### config.mk
export PLATFORM = sky130hd
export DESIGN_NAME = pwm_gen_multi
export DESIGN_NICKNAME = d
export VERILOG_FILES = /design/src/rtl/pwm_gen_multi.sv
export SDC_FILE = /design/constraint.sdc
export NUM_CORES = 1
export LEC_CHECK = 0
export ABC_AREA = 1
export ABC_CLOCK_PERIOD_IN_PS = 2450
export BUFFER_PORTS_ARGS = -buffer_cell sky130_fd_sc_hd__buf_2
export CAP_MARGIN = 20
export CORE_MARGIN = 2
export CORE_UTILIZATION = 30
export CTS_BUF_LIST = sky130_fd_sc_hd__clkbuf_4
export DETAILED_ROUTE_END_ITERATION = 16
export PLACE_DENSITY = 0.52
export SYNTH_ARGS = -nofsm -noshare
export SYNTH_HDL_FRONTEND = slang
export SYNTH_SLANG_ARGS = --single-unit
### constraint.sdc
create_clock -name clk -period 2.45 [get_ports clk]
set_input_delay 0.1225 -clock clk [delete_from_list [all_inputs] [get_ports clk]]
set_output_delay 0.1225 -clock clk [all_outputs]
set_load 0.02 [all_outputs]
### src/rtl/pwm_gen_multi.sv
// pwm_gen_multi: N-channel complementary PWM with dead time, edge/center
// aligned counting and a double-buffered duty update path.

// Per-channel dead-time inserter: both gates drop on a raw edge, the new
// side asserts once raw has stayed put for the loaded dead time.
module pwm_gen_multi_dt #(
    parameter int DT_WIDTH = 8
) (
    input  logic                clk,
    input  logic                rst,
    input  logic                enable,
    input  logic                raw,
    input  logic [DT_WIDTH-1:0] dt,
    output logic                hi,
    output logic                lo
);
    logic                r_raw_q;
    logic [DT_WIDTH-1:0] r_dcnt;
    logic                r_hi;
    logic                r_lo;

    // raw edge tracking, dead-time countdown and gate registers
    always_ff @(posedge clk) begin
        if (rst) begin
            r_raw_q <= 1'b0;
            r_dcnt  <= '0;
            r_hi    <= 1'b0;
            r_lo    <= 1'b0;
        end else if (!enable) begin
            // track raw silently so re-enable does not look like an edge
            r_raw_q <= raw;
            r_dcnt  <= '0;
            r_hi    <= 1'b0;
            r_lo    <= 1'b0;
        end else if (raw != r_raw_q) begin
            r_raw_q <= raw;
            if (dt == '0) begin
                r_dcnt <= '0;
                r_hi   <= raw;
                r_lo   <= !raw;
            end else begin
                r_dcnt <= dt;
                r_hi   <= 1'b0;
                r_lo   <= 1'b0;
            end
        end else if (r_dcnt != '0) begin
            r_dcnt <= r_dcnt - 1'b1;
            if (r_dcnt == DT_WIDTH'(1)) begin
                r_hi <= r_raw_q;
                r_lo <= !r_raw_q;
            end
        end else begin
            r_hi <= r_raw_q;
            r_lo <= !r_raw_q;
        end
    end

    assign hi = r_hi;
    assign lo = r_lo;
endmodule

module pwm_gen_multi #(
    parameter int N_CH      = 3,
    parameter int CNT_WIDTH = 19,
    parameter int DT_WIDTH  = 8
) (
    input  logic                      clk,
    input  logic                      rst,
    input  logic                      enable,
    input  logic                      mode,
    input  logic [CNT_WIDTH-1:0]      period_top,
    input  logic [DT_WIDTH-1:0]       deadtime,
    input  logic [N_CH*CNT_WIDTH-1:0] duty_in,
    input  logic                      valid,
    output logic                      ready,
    output logic [N_CH-1:0]           pwm_hi,
    output logic [N_CH-1:0]           pwm_lo,
    output logic                      period_start
);
    logic [CNT_WIDTH-1:0]            r_cnt;
    logic                            r_dir_dn;
    logic                            r_run;
    logic [CNT_WIDTH-1:0]            r_top;
    logic                            r_mode;
    logic [DT_WIDTH-1:0]             r_dt;
    logic [N_CH-1:0][CNT_WIDTH-1:0]  r_duty;
    logic [N_CH-1:0][CNT_WIDTH-1:0]  r_shadow;
    logic                            r_pending;
    logic                            r_pstart;

    logic [CNT_WIDTH-1:0]            w_cnt_nxt;
    logic                            w_dir_dn_nxt;
    logic                            w_wrap;
    logic [N_CH-1:0]                 w_raw;

    // counter next state; r_run delays the first count after enable so the
    // opening cnt==0 cycle is a full period-start cycle
    always_comb begin
        w_cnt_nxt    = '0;
        w_dir_dn_nxt = 1'b0;
        if (enable && r_run && r_top != '0) begin
            if (!r_mode) begin
                w_cnt_nxt = (r_cnt >= r_top) ? '0 : r_cnt + 1'b1;
            end else if (!r_dir_dn) begin
                if (r_cnt >= r_top) begin
                    w_cnt_nxt    = r_top - 1'b1;
                    w_dir_dn_nxt = 1'b1;
                end else begin
                    w_cnt_nxt = r_cnt + 1'b1;
                end
            end else if (r_cnt > CNT_WIDTH'(1)) begin
                w_cnt_nxt    = r_cnt - 1'b1;
                w_dir_dn_nxt = 1'b1;
            end
        end
        // every period starts counting up
        if (w_cnt_nxt == '0) w_dir_dn_nxt = 1'b0;
        w_wrap = (w_cnt_nxt == '0);
    end

    // counter, active period config and period_start flag
    always_ff @(posedge clk) begin
        if (rst) begin
            r_cnt    <= '0;
            r_dir_dn <= 1'b0;
            r_run    <= 1'b0;
            r_top    <= '0;
            r_mode   <= 1'b0;
            r_dt     <= '0;
            r_pstart <= 1'b0;
        end else begin
            r_cnt    <= w_cnt_nxt;
            r_dir_dn <= w_dir_dn_nxt;
            r_run    <= enable;
            r_pstart <= enable && w_wrap;
            if (w_wrap) begin
                r_top  <= period_top;
                r_mode <= mode;
                r_dt   <= deadtime;
            end
        end
    end

    // shadow buffer: capture when empty, promote to active at a wrap
    always_ff @(posedge clk) begin
        if (rst) begin
            r_duty    <= '0;
            r_shadow  <= '0;
            r_pending <= 1'b0;
        end else begin
            if (w_wrap && r_pending) begin
                r_duty    <= r_shadow;
                r_pending <= 1'b0;
            end
            if (valid && !r_pending) begin
                r_shadow  <= duty_in;
                r_pending <= 1'b1;
            end
        end
    end

    genvar ch;
    generate
        for (ch = 0; ch < N_CH; ch++) begin : g_ch
            assign w_raw[ch] = (r_cnt < r_duty[ch]);
            pwm_gen_multi_dt #(.DT_WIDTH(DT_WIDTH)) u_dt (
                .clk    (clk),
                .rst    (rst),
                .enable (enable),
                .raw    (w_raw[ch]),
                .dt     (r_dt),
                .hi     (pwm_hi[ch]),
                .lo     (pwm_lo[ch])
            );
        end
    endgenerate

    assign ready        = !r_pending;
    assign period_start = r_pstart;
endmodule

==> flow_metrics.env <==
export IMPL_slew_viol_final=0
export IMPL_p_comb_frac=0.285
export IMPL_required_ps=3020
export IMPL_vdd_drop_max_mv=0.3308
export IMPL_overflow=0
export IMPL_worst_setup_path_start_kind="flop"
export IMPL_cp_cell_sequence="inv_2 -> ha_4 -> nand2_1 -> inv_2 -> nand3_2 -> nor2_2 -> buf_4 -> nand2_4 -> buf_6 -> nand3_4 -> buf_6 -> nor2_1 -> nand2_1 -> nand2_1 -> nor2_1 -> nand2_1 -> nor2_2 -> nand3_4 -> nand2_8 -> buf_12 -> clkbuf_16 -> a21oi_2 -> nor2_1"
export IMPL_hold_viol=0
export IMPL_power_share_clock=0.236
export IMPL_layout_drive_gt1_share=0.2761
export IMPL_reg2reg_from="r_top[14]"
export IMPL_violations="negative setup slack"
export IMPL_cp_max_fo=8
export IMPL_clockBufferDepth=2
export IMPL_power_w=0.007533
export IMPL_track_usage=0.1802
export IMPL_die_w_um=200.1
export IMPL_intPower_w=0.004934
export IMPL_whs_ps=66.01
export IMPL_period_minus_slack_ps=2982
export IMPL_hpwl_mm=25.61
export IMPL_rsz0062_at_grt="true"
export IMPL_dieArea_mm2=0.04004
export IMPL_die_height_um=200.1
export IMPL_syn_to_final_growth_pct=41.70
export IMPL_power_frac_seq=0.479
export IMPL_final_nets=2209
export IMPL_p_per_area_mw_per_mm2=460.8
export IMPL_start_util=0.3056
export IMPL_fin_crit_sh=1.217
export IMPL_rows=71
export IMPL_place_ws_ps=-573.2
export IMPL_h_tree_depth=4
export IMPL_io_pin_count=97
export IMPL_clk_pin_slew_worst_paths_ps=180
export IMPL_ys_types=39
export IMPL_worst_pin_slew_ps=737.6
export IMPL_worstSkewPairLatency_ps=620
export IMPL_status="complete, but fails checks"
export IMPL_cap_violations=0
export IMPL_vias=11886
export IMPL_finClkSkew_ps=31.97
export IMPL_cts_sinks=198
export IMPL_antenna_found_initial=1
export IMPL_drt_iter0_markers=582
export IMPL_end_kind="flop"
export IMPL_dr_pass1_iters=5
export IMPL_finalWirelength_mm=37.05
export IMPL_regArea_mm2=0.004031
export IMPL_multi_input_area_mm2=0.007257
export IMPL_rr_worst_depth=23
export IMPL_synth_seq_area_share=0.3436
export IMPL_critPathCapture="r_duty[51]"
export IMPL_path_common_cell="nand2_1"
export IMPL_first_global_vias=11320
export IMPL_drc=0
export IMPL_root_buffer="clkbuf_4"
export IMPL_grt_pass1_wl_mm=58.63
export IMPL_swShare=0.3450
export IMPL_ys_ff_latch=198
export IMPL_cp_startpoint="r_top[14]"
export IMPL_crit_type="flop to flop"
export IMPL_hp_class="primary input to flop"
export IMPL_port_buffers=96
export IMPL_critPathSlowestCell="dfxtp_2"
export IMPL_vias_per_cell=4.639
export IMPL_max_stage_delay_ps=370
export IMPL_final_common_cell="nand2_1"
export IMPL_cts_tree="done"
export IMPL_r2r_end="r_duty[51]"
export IMPL_yosysWarnings=0
export IMPL_setup_viol=88
export IMPL_final_cell_mix="nand2_1 (328), inv_1 (195), a21oi_1 (180), buf_4 (172)"
export IMPL_core_area_mm2=0.03776
export IMPL_cts_buffers=17
export IMPL_crit_arrival_ps=3550
export IMPL_syn_area_per_cell_um2=6.799
export IMPL_max_freq_mhz=335.4
export IMPL_rrSetupSlack_ps=-530
export IMPL_syn_inst=1697
export IMPL_setup_slack_ps=-531.9
export IMPL_syn_area_mm2=0.01154
export IMPL_gp_congestion=0.9147
export IMPL_p_leak_nw=7.491
export IMPL_relSlewSlack=0.5083
export IMPL_wire_per_inst_um=14.46
export IMPL_syn_num_nets=1869
export IMPL_antenna_left=0
export IMPL_grt_max_degree=117
export IMPL_n_fill_cell=3921
export IMPL_p_sw_w=0.002599
-- synth_stat cells, drive strengths merged --
cell | number | area, um^2
nor3 | 24 | 135.1
o311ai | 1 | 8.760
a21o | 3 | 22.52
a31o | 1 | 8.760
xnor2 | 7 | 61.31
clkinv | 3 | 11.26
xor2 | 49 | 429.2
inv | 214 | 803.3
nand3 | 116 | 595.6
or2 | 5 | 31.28
a211oi | 16 | 120.1
o21a | 2 | 15.01
nor4 | 5 | 31.28
o211ai | 3 | 22.52
nor2 | 192 | 730.7
clkbuf | 41 | 153.9
nand2 | 362 | 1371
a21boi | 1 | 7.510
nand3b | 6 | 45.04
ha | 83 | 1039
o21ai | 92 | 460.4
buf | 36 | 241.5
nand4 | 22 | 137.6
dfxtp | 198 | 3964
o22ai | 1 | 6.260
a31oi | 2 | 12.51
nor3b | 3 | 22.52
a21oi | 209 | 1050
-- logic make-up after synthesis --
logic type,share of synthesized area
AND/OR/NAND/NOR,0.2687
AO/OA/AOI/OAI,0.1503
buffers and inverters,0.1049
flip-flops,0.3436
adder cells (fa/ha/maj),0.09001
XOR/XNOR,0.04251
-- state kept, by name, summed over array words and instances, names as in the netlist, 3 cells and up --
name and count:
r_duty 57, r_shadow 57, g_ch.u_dt.r_dcnt 24, r_cnt 19, r_top 19, r_dt 8, g_ch.u_dt.hi 3, g_ch.u_dt.lo 3
g_ch.u_dt.r_raw_q 3
-- routing by layer --
metal | global-route usage | routed length (um) | vias up | share of wire
met5 | 0 | 0 | - | 0
met3 | 0.02376 | 1022 | 29 | 0.028
met4 | 0.04371 | 482 | 0 | 0.013
li1 | - | - | 6201 | -
met2 | 0.2984 | 17190 | 201 | 0.46
met1 | 0.2477 | 18350 | 5455 | 0.50
-- stage by stage --
step	area (um^2)	util	instances	TNS (ps)
finish	16350	0.4330	2562	-40860
global route	16350	0.4330	2562	-56260
detailed placement	13840	0.3666	2417	-46340
floorplan	11600	-	1697	-8924
CTS	15750	0.4170	2556	-37670
global placement	13840	0.3666	2417	-48660
-- area by class of cell --
type                    instances  share of cell area
flip-flops and latches        198              0.2466
clock buffers                  17            0.007806
multi-input cells            1207              0.4439
well taps                     511             0.03911
clock inverters                15            0.008495
diodes                          1           0.0001531
repair buffers                396              0.2034
inverters                     217             0.05051
-- power by group through the flow --
| stage | Clock, W | Combinational [W] | Sequential, W |
|---|---|---|---|
| floorplan | 0 | 0.00122 | 0.00365 |
| global placement | 0 | 0.00174 | 0.00367 |
| detailed placement | 0 | 0.00176 | 0.00368 |
| CTS | 0.00188 | 0.00201 | 0.00361 |
| global route | 0.00199 | 0.00243 | 0.00364 |
| finish | 0.00178 | 0.00215 | 0.00361 |
-- critical path, delay by kind of cell (launching register included) --
family	cells	cell delay (ps)
simple gates	14	1430
buf+inv	7	810
flops	1	370
fa+ha+maj	1	260
compound gates	1	50
-- worst min path at each step --
stage | start | end | slack (ps) | depth (start not counted)
CTS | rst | r_duty[16] | 20 | 5
floorplan | period_top[10] | r_top[10] | 260 | 2
global route | rst | r_duty[15] | 30 | 5
detailed placement | period_top[7] | r_top[7] | 370 | 3
global placement | period_top[12] | r_top[12] | 380 | 3
finish | rst | r_duty[12] | 70 | 5
-- what timing repair did --
action	4_1_cts	5_1_grt
resized for setup	98	151
setup endpoints to repair	106	124
buffers inserted	10	7
endpoints found under the hold margin	87	0
pin swaps	41	70
gates cloned	10	3
hold buffers	87	0
Note: power is estimated with default switching activity, not from simulation.
